--- src/rtl/latch_bank_pkg.sv ---
// Shared types and defaults for the latch_bank channel register bank.
// Holds the per-channel op encoding and the clear > set > load priority decode.
package latch_bank_pkg;

  localparam int DEF_WIDTH    = 4;
  localparam int DEF_CHANNELS = 4;
  localparam int DEF_CNT_W    = 8;

  typedef enum logic [1:0] {
    OP_HOLD,
    OP_LOAD,
    OP_SET,
    OP_CLR
  } op_e;

  function automatic op_e decode_op(input logic aclr, input logic aset,
                                    input logic gate, input logic sel_bit);
    op_e op;
    op = OP_HOLD;
    if (sel_bit) begin
      if (aclr)      op = OP_CLR;
      else if (aset) op = OP_SET;
      else if (gate) op = OP_LOAD;
    end
    return op;
  endfunction

endpackage

--- src/rtl/latch_bank_cell.sv ---
// One WIDTH-bit channel register driven by a decoded op; latency one edge, no backpressure.
// o_chg is combinational: high when the pending op would alter the stored word.
module latch_bank_cell
  import latch_bank_pkg::*;
#(
  parameter int WIDTH = DEF_WIDTH
) (
  input  logic             clk,
  input  logic             rst_n,
  input  op_e              i_op,
  input  logic [WIDTH-1:0] i_data,
  output logic [WIDTH-1:0] o_q,
  output logic             o_chg
);

  logic [WIDTH-1:0] r_q;
  logic [WIDTH-1:0] w_nxt;

  always_comb begin
    w_nxt = r_q;
    case (i_op)
      OP_CLR:  w_nxt = '0;
      OP_SET:  w_nxt = '1;
      OP_LOAD: w_nxt = i_data;
      default: w_nxt = r_q;
    endcase
  end

  always_ff @(posedge clk or negedge rst_n) begin
    if (!rst_n) r_q <= '0;
    else        r_q <= w_nxt;
  end

  assign o_q   = r_q;
  assign o_chg = (w_nxt != r_q);

endmodule

--- src/rtl/latch_bank.sv ---
// Multi-channel set/clear/load register bank with change pulse, saturating update count and shadow.
// Latency one edge for q/changed/upd_cnt/q_snap; no backpressure. Shadow built only with LATCH_BANK_SNAP_EN.
module latch_bank
  import latch_bank_pkg::*;
#(
  parameter int WIDTH    = DEF_WIDTH,
  parameter int CHANNELS = DEF_CHANNELS,
  parameter int CNT_W    = DEF_CNT_W
) (
  input  logic                      clk,
  input  logic                      rst_n,
  input  logic [CHANNELS-1:0]       sel,
  input  logic                      aclr,
  input  logic                      aset,
  input  logic                      gate,
  input  logic [WIDTH-1:0]          data,
  input  logic                      snap,
  output logic [CHANNELS*WIDTH-1:0] q,
  output logic [CHANNELS*WIDTH-1:0] q_snap,
  output logic                      changed,
  output logic [CNT_W-1:0]          upd_cnt
);

  logic [CHANNELS*WIDTH-1:0] w_q;
  logic [CHANNELS-1:0]       w_chg;
  logic                      w_any_chg;
  logic                      r_changed;
  logic [CNT_W-1:0]          r_cnt;

  for (genvar i = 0; i < CHANNELS; i++) begin : g_ch
    op_e w_op;
    assign w_op = decode_op(aclr, aset, gate, sel[i]);

    latch_bank_cell #(.WIDTH(WIDTH)) u_cell (
      .clk    (clk),
      .rst_n  (rst_n),
      .i_op   (w_op),
      .i_data (data),
      .o_q    (w_q[i*WIDTH +: WIDTH]),
      .o_chg  (w_chg[i])
    );
  end

  assign w_any_chg = |w_chg;

  // Counter sticks at all-ones rather than wrapping.
  always_ff @(posedge clk or negedge rst_n) begin
    if (!rst_n) begin
      r_changed <= 1'b0;
      r_cnt     <= '0;
    end else begin
      r_changed <= w_any_chg;
      if (w_any_chg && (r_cnt != '1)) r_cnt <= r_cnt + CNT_W'(1);
    end
  end

`ifdef LATCH_BANK_SNAP_EN
  logic [CHANNELS*WIDTH-1:0] r_snap;

  always_ff @(posedge clk or negedge rst_n) begin
    if (!rst_n)    r_snap <= '0;
    else if (snap) r_snap <= w_q;
  end

  assign q_snap = r_snap;
`else
  logic w_unused_snap;
  assign w_unused_snap = snap;
  assign q_snap        = '0;
`endif

  assign q       = w_q;
  assign changed = r_changed;
  assign upd_cnt = r_cnt;

endmodule

--- config.mk ---
export PLATFORM = sky130hd
export DESIGN_NAME = latch_bank
export DESIGN_NICKNAME = d
export VERILOG_FILES = /design/src/rtl/latch_bank_pkg.sv /design/src/rtl/latch_bank_cell.sv /design/src/rtl/latch_bank.sv
export SDC_FILE = /design/constraint.sdc
export NUM_CORES = 1
export LEC_CHECK = 0
export CAP_MARGIN = 25
export CORE_UTILIZATION = 42
export DETAILED_ROUTE_END_ITERATION = 6
export PLACE_DENSITY = 0.76
export SYNTH_ARGS = -nofsm -noshare
export SYNTH_HDL_FRONTEND = slang
export SYNTH_SLANG_ARGS = --single-unit
--- constraint.sdc ---
create_clock -name clk -period 2.2 [get_ports clk]
set_clock_uncertainty 0.15 [all_clocks]
set_input_delay 0.44 -clock clk [delete_from_list [all_inputs] [get_ports clk]]
set_output_delay 0.44 -clock clk [all_outputs]
set_load 0.1 [all_outputs]
## After elaboration in Yosys (flattened, before gate mapping)

Cells that the tools add are included.

- Register bits: 25
- Latch bits: 0
- Memory bits (writable): 0
- Memory bits (read-only): 0
- Input port bits: 14
- Output and inout port bits: 41
- Logic and storage cells: 37
- Memories kept: 0

- Add/subtract/negate cells: 1
- Multiply operators: 0
- Divide/modulo/power cells: 0
- Magnitude comparators: 0
- Eq/ne operators: 17
- Shifts and indexed selects: 0
- Mux-type cells: 11
- Bitwise operators: 0
- Reductions and logical operators: 2

Operators with widths:

| operator | count |
|---|---|
| $pmux W4 S3 | 4 |
| $eq A2 B2 Y1 const B | 8 |
| $ne A4 B4 Y1 | 4 |
| $mux W2 | 6 |
| $add A8 B1 Y8 const B | 1 |
| $eq A2 B1 Y1 const B | 4 |
| $ne A8 B8 Y1 const B | 1 |
| $reduce_or A4 Y1 | 1 |
| $logic_and A1 B1 Y1 | 1 |
| $mux W1 | 1 |

## Depth between registers and ports, before layout

- Depth in word-level cells: 9
- Gate-level depth with buffers: 7

## Cells and area by module

From an unflattened synthesis, not the netlist that was laid out.

- Cells, all modules: 188
- Area total of the unflattened synthesis: 1666.6 sq um

Modules (own cells, without submodules):

| module | times used | cells an instance | area each (sq um) | seq. area each (sq um) |
|---|---|---|---|---|
| latch_bank_cell | 4 | 30 | 251.5 | 100.1 |
| latch_bank | 1 | 68 | 660.6 | 225.2 |

## Worst setup path after synthesis

OpenSTA, ideal clock, no wires.

- Kind: register -> register
- Start point: register g_ch[1].u_cell.r_q[2]
- End point: register r_cnt[4] (netlist: upd_cnt[4])
- Arrival: 2.386 ns
- Data required time: 1.922 ns
- Setup slack: -0.464 ns
- Stages on the path, launching flop included: 7
- Path buffers: 0
- Clock period less this slack: 2.664 ns
- Cell sequence: dfrtp_1 -> nand2b_1 -> o2111ai_1 -> a221o_1 -> nor4_4 -> a21oi_1 -> mux2_1

- Word-level cells in the longest chain between the ends: 4

RTL lines:

| what | RTL line | RTL |
|---|---|---|
| from (decl) | latch_bank_cell.sv:16 | `logic [WIDTH-1:0] r_q;` |
| from (signal assigned) | latch_bank_cell.sv:31 | `else r_q <= w_nxt;` |
| $pmux W4 S3 | latch_bank_cell.sv:21 | `case (i_op)` |
| $ne A4 B4 Y1 * | latch_bank_cell.sv:35 | `assign o_chg = (w_nxt != r_q);` |
| $reduce_or A4 Y1 * | latch_bank.sv:44 | `assign w_any_chg = \|w_chg;` |
| $logic_and A1 B1 Y1 * | latch_bank.sv:53 | `if (w_any_chg && (r_cnt != '1)) r_cnt <= r_cnt + CNT_W'(1);` |
| to (signal assigned) | latch_bank.sv:53 |  |
| to (decl) | latch_bank.sv:28 | `logic [CNT_W-1:0] r_cnt;` |

Every way passes the cells marked *; elsewhere a longest branch is shown, timed or not.
A chain may end at the register's enable or synchronous reset.

## Worst setup path after layout

- Start point: register g_ch[3].u_cell.r_q[0]
- End point: register r_cnt[4] (netlist: upd_cnt[4])

- Word-level cells in the longest chain between the ends: 4

RTL lines:

| what | RTL line |
|---|---|
| from (decl) | latch_bank_cell.sv:16 |
| from (signal assigned) | latch_bank_cell.sv:31 |
| $pmux W4 S3 | latch_bank_cell.sv:21 |
| $ne A4 B4 Y1 * | latch_bank_cell.sv:35 |
| $reduce_or A4 Y1 * | latch_bank.sv:44 |
| $logic_and A1 B1 Y1 * | latch_bank.sv:53 |

Marks and branches as above.

==> impl_summary.md <==
Run status
The run finished, with violations left. The checks that failed: setup timing.

Place
The number of instances in the placed design is 307. Port buffering added 37 buffers. The post-DP HPWL is 3340 um. At the end of routability-driven placement, the weighted congestion stood at 0.920. Once placement finished, the instance area stood at 0.00222 mm^2.

Clock tree
For the worst-skew pair, the clock arrives at the later sink with an insertion delay of 0.27 ns. In this run the clock root is driven by a sky130_fd_sc_hd__clkbuf_8. The CTS tree is done. In this run the number of H-tree levels came out at 1. After clock tree synthesis, the clock-pin slew on the worst setup and hold paths is 0.09 ns. The clock passes through at most 2 buffers.

The clock net in this run drives a total of 25 sinks. The CTS buffer count is 3.

Critical path
The worst register-to-register path begins at g_ch[3].u_cell.o_q[0]$_DFF_PN0_. Across all register-to-register paths, the minimum setup slack is -0.03 ns. The depth of the most critical reg-to-reg path is 6. In this run the worst path has a maximum fanout of 6. The end of the worst register-to-register path is upd_cnt[4]$_DFFE_PN0P_.

At the worst endpoint, the required time is 2.21 ns. The arrival time of the worst setup path is 2.24 ns. STA classifies the critical path startpoint as a flip-flop. The critical path is of the reg2reg type.

STA classifies the critical path endpoint as a flip-flop.

Die
55 I/O pins were placed. The number of placement rows is 22. The initial utilization of the core area, before any placement, comes to 0.448. The die extent in x is 65.4 um. After floorplanning, the core was sized to cover 0.00377 mm^2. The die area is 0.00428 mm^2. The die height is 65.4 um.

Routing
The first-pass iteration count of the detailed router is 7. The number of nets still failing antenna checks after routing is 0. The detailed-route DRC error count is 0. In the final routed layout, each cell accounts on average for 14.7 um. Dividing the detail-routed via count by the number of cells gives 5.41. The number of DRC violations after detailed-routing iteration 0 is 158. The vias after detailed routing is 1694. The final layout contains routed wiring with a total length of 4610 um.

Worst hold path
The end point of the most critical hold path is upd_cnt[3]$_DFFE_PN0P_. Counting instances, the worst hold path has a depth of 1. In this run the most critical hold path is launched from upd_cnt[3]$_DFFE_PN0P_. The class of the most critical hold timing path is reg2reg.

STA
The number of slew-limit violations in the final report was 0. Dividing the final minimum period by the clock period gives 1.02. The final worst setup slack is -0.0337 ns. The worst hold slack across all endpoints is 0.348 ns. Counting I/O delays and the setup requirement, the final critical path takes 2.23 ns. Setup repair after global routing could not meet its margin everywhere.

The setup-violating endpoint count in the final report is 3. For this run, the top clock speed supported by timing is 0.448 GHz. The number of hold violations in the final report was 0.

Yosys
In this run the cell area of the synthesized design comes to 0.00169 mm^2. The synthesized netlist contains 40 unique library cells. The synthesis-stage register bit count is 25. The sequential area share after synthesis is 0.370. Synthesis produced 204 cells. Yosys printed 0 warnings. Dividing the synthesized area by the synthesized cell count gives 8.29 um^2.

Final layout
The net count of the finished layout is 281. The number of standard cells in the final layout excluding fillers is 313. The growth of design area from synthesis to finish is 36.8%. The area used by multi-input combinational logic is 962 um^2. Counting the fill cells in the layout gives 347.

The core occupancy in the finished layout is 0.613. 0 antenna diodes ended up in the layout. Of the cells placed in the final design, the portion with a size suffix greater than 1 is 0.343.

The area used by sequential logic in the layout is 681 um^2. The total non-filler cell area in the finished layout is 0.00231 mm^2.

Pwr
IR analysis of the VDD net gives a maximum drop of 748 uV. The power density normalized to cell area is 1140 mW/mm^2. The standby leakage power is 1.02 nW.

GRT
The number of global-route vias before repair is 1514. The number of antenna violations at the first check in global routing is 0. Across every metal layer, demand over resource in global routing totals 0.232. The first global-routing pass estimated 7570 um of wire. The pin count of the biggest net entering global routing is 26. The residual overflow from global routing is 0.

Flow run
The tool flagged a number of max-cap violations equal to 0.
synthesized netlist by cell type:
master                      instances  area share
sky130_fd_sc_hd__o21a_1             1      0.0044
sky130_fd_sc_hd__a311oi_1           1      0.0052
sky130_fd_sc_hd__clkbuf_1           8       0.018
sky130_fd_sc_hd__or3_1              1      0.0037
sky130_fd_sc_hd__a2111oi_0          1      0.0052
sky130_fd_sc_hd__nor2_1             7       0.016
sky130_fd_sc_hd__a21boi_0           1      0.0044
sky130_fd_sc_hd__conb_1             1      0.0022
sky130_fd_sc_hd__nor2b_1            4       0.015
sky130_fd_sc_hd__a32o_1             1      0.0059
sky130_fd_sc_hd__buf_2              1      0.0030
sky130_fd_sc_hd__mux2_1             2       0.013
sky130_fd_sc_hd__a2bb2oi_1          1      0.0052
sky130_fd_sc_hd__a222oi_1           4       0.024
sky130_fd_sc_hd__a41oi_1            1      0.0052
sky130_fd_sc_hd__o221ai_1           2       0.010
sky130_fd_sc_hd__o31ai_1            1      0.0044
sky130_fd_sc_hd__inv_1              7       0.016
sky130_fd_sc_hd__or2b_1             4       0.018
sky130_fd_sc_hd__a221o_1            1      0.0059
sky130_fd_sc_hd__o22ai_1            6       0.022
sky130_fd_sc_hd__nand3_1            3      0.0089
sky130_fd_sc_hd__nand2_1           24       0.053
sky130_fd_sc_hd__buf_4             16       0.071
sky130_fd_sc_hd__xor2_1             4       0.021
sky130_fd_sc_hd__nand2b_1           7       0.026
sky130_fd_sc_hd__dfrtp_1           25        0.37
sky130_fd_sc_hd__a211oi_1           2      0.0089
sky130_fd_sc_hd__o21ai_0           29       0.086
sky130_fd_sc_hd__o22a_1             1      0.0052
sky130_fd_sc_hd__and3_1             1      0.0037
sky130_fd_sc_hd__o2111ai_1          1      0.0052
sky130_fd_sc_hd__a21oi_2            1      0.0052
sky130_fd_sc_hd__nor4_4             1       0.013
sky130_fd_sc_hd__mux2_4             1      0.0089
sky130_fd_sc_hd__nor3b_1            3       0.013
sky130_fd_sc_hd__a21boi_1           1      0.0044
sky130_fd_sc_hd__buf_6              1      0.0067
sky130_fd_sc_hd__ha_1               1      0.0074
sky130_fd_sc_hd__a21oi_1           26       0.077
flip-flops by register name, indices dropped and copies added (netlist names):
name,count
g_ch.u_cell.o_q,16
upd_cnt,8
changed,1
routing by layer:
metal | wire, um | up-vias | track usage
met4 | 61 | 0 | 0.0598
met3 | 304 | 6 | 0.0260
met1 | 2180 | 798 | 0.351
li1 | - | 824 | -
met5 | 0 | - | 0
met2 | 2070 | 66 | 0.347
repair_timing:
| action | CTS | global route |
|---|---|---|
| setup endpoints to repair | 9 | 7 |
| cloned | 0 | 0 |
| pin swaps | 6 | 1 |
| resized for setup | 23 | 2 |
| hold buffers | 0 | 0 |
| setup buffers | 1 | 1 |
report_power, final:
| group | switching, W | internal, W | leakage [nW] |
|---|---|---|---|
| sequential | 0.000142 | 0.000607 | 0.271 |
| combinational | 0.00121 | 0.000386 | 0.719 |
| clock | 0.000156 | 0.000127 | 0.0255 |
| total | 0.00151 | 0.00112 | 1.02 |
per-stage QoR:
stage               power (W)  setup TNS (ns)  setup slack [ns]
floorplan             0.00199          -0.244           -0.0737
global placement      0.00233           -4.41            -0.564
detailed placement    0.00234           -4.51            -0.578
CTS                   0.00263               0           0.00590
global route          0.00275          -0.517            -0.106
finish                0.00263         -0.0718           -0.0337
worst max-delay path, cell delays in order, from the launching register on:
cell and delay (ns):
sky130_fd_sc_hd__dfrtp_4 0.51, sky130_fd_sc_hd__a222oi_1 0.49, sky130_fd_sc_hd__a41oi_2 0.22, sky130_fd_sc_hd__nor4_4 0.18, sky130_fd_sc_hd__buf_4 0.19, sky130_fd_sc_hd__a21oi_1 0.07
sky130_fd_sc_hd__mux2_1 0.31
logic make-up (layout without fill, tap and decap cells):
kind of cell | count (synthesis) | in the layout | share of synthesized area
compound gates | 82 | 82 | 0.294
xor+xnor | 4 | 4 | 0.0207
fa+ha+maj | 1 | 1 | 0.00740
buf+inv | 33 | 79 | 0.114
flops | 25 | 25 | 0.370
mux | 3 | 3 | 0.0222
other cells | 1 | 16 | 0.00222
simple gates | 55 | 55 | 0.170
placed cells by master, fill, tap and decap left out, types with 2 or more instances in the layout:
master	instances
sky130_fd_sc_hd__a211oi_1	2
sky130_fd_sc_hd__a21oi_1	24
sky130_fd_sc_hd__a21oi_2	2
sky130_fd_sc_hd__a222oi_1	4
sky130_fd_sc_hd__buf_4	54
sky130_fd_sc_hd__buf_6	2
sky130_fd_sc_hd__clkbuf_8	3
sky130_fd_sc_hd__conb_1	16
sky130_fd_sc_hd__dfrtp_1	5
sky130_fd_sc_hd__dfrtp_2	8
sky130_fd_sc_hd__dfrtp_4	12
sky130_fd_sc_hd__dlygate4sd2_1	10
sky130_fd_sc_hd__inv_1	6
sky130_fd_sc_hd__mux2_1	2
sky130_fd_sc_hd__nand2_1	24
sky130_fd_sc_hd__nand2b_1	6
sky130_fd_sc_hd__nand3_1	3
sky130_fd_sc_hd__nor2_1	7
sky130_fd_sc_hd__nor2b_1	4
sky130_fd_sc_hd__nor3b_1	3
sky130_fd_sc_hd__o21ai_0	28
sky130_fd_sc_hd__o221ai_1	2
sky130_fd_sc_hd__o22ai_1	6
sky130_fd_sc_hd__or2b_1	4
sky130_fd_sc_hd__xor2_1	4
final cells by class:
class | count | area share
Multi-Input combinational cell | 161 | 0.416
Sequential cell | 25 | 0.294
Timing Repair Buffer | 68 | 0.232
Tap cell | 48 | 0.0260
Clock buffer | 3 | 0.0179
Inverter | 7 | 0.0114
Clock inverter | 1 | 0.00216
worst max-delay path by stage:
stage                                                from                endpoint  depth (start not counted)
after floorplan           g_ch[1].u_cell.o_q[2]$_DFF_PN0_  upd_cnt[4]$_DFFE_PN0P_                          6
after global placement                             sel[3]  upd_cnt[2]$_DFFE_PN0P_                          8
after detailed placement                           sel[3]  upd_cnt[2]$_DFFE_PN0P_                          8
after CTS                 g_ch[3].u_cell.o_q[3]$_DFF_PN0_  upd_cnt[4]$_DFFE_PN0P_                          7
after global routing      g_ch[3].u_cell.o_q[0]$_DFF_PN0_  upd_cnt[2]$_DFFE_PN0P_                          6
final                     g_ch[3].u_cell.o_q[0]$_DFF_PN0_  upd_cnt[4]$_DFFE_PN0P_                          6
(Power assumes the default switching activity.)
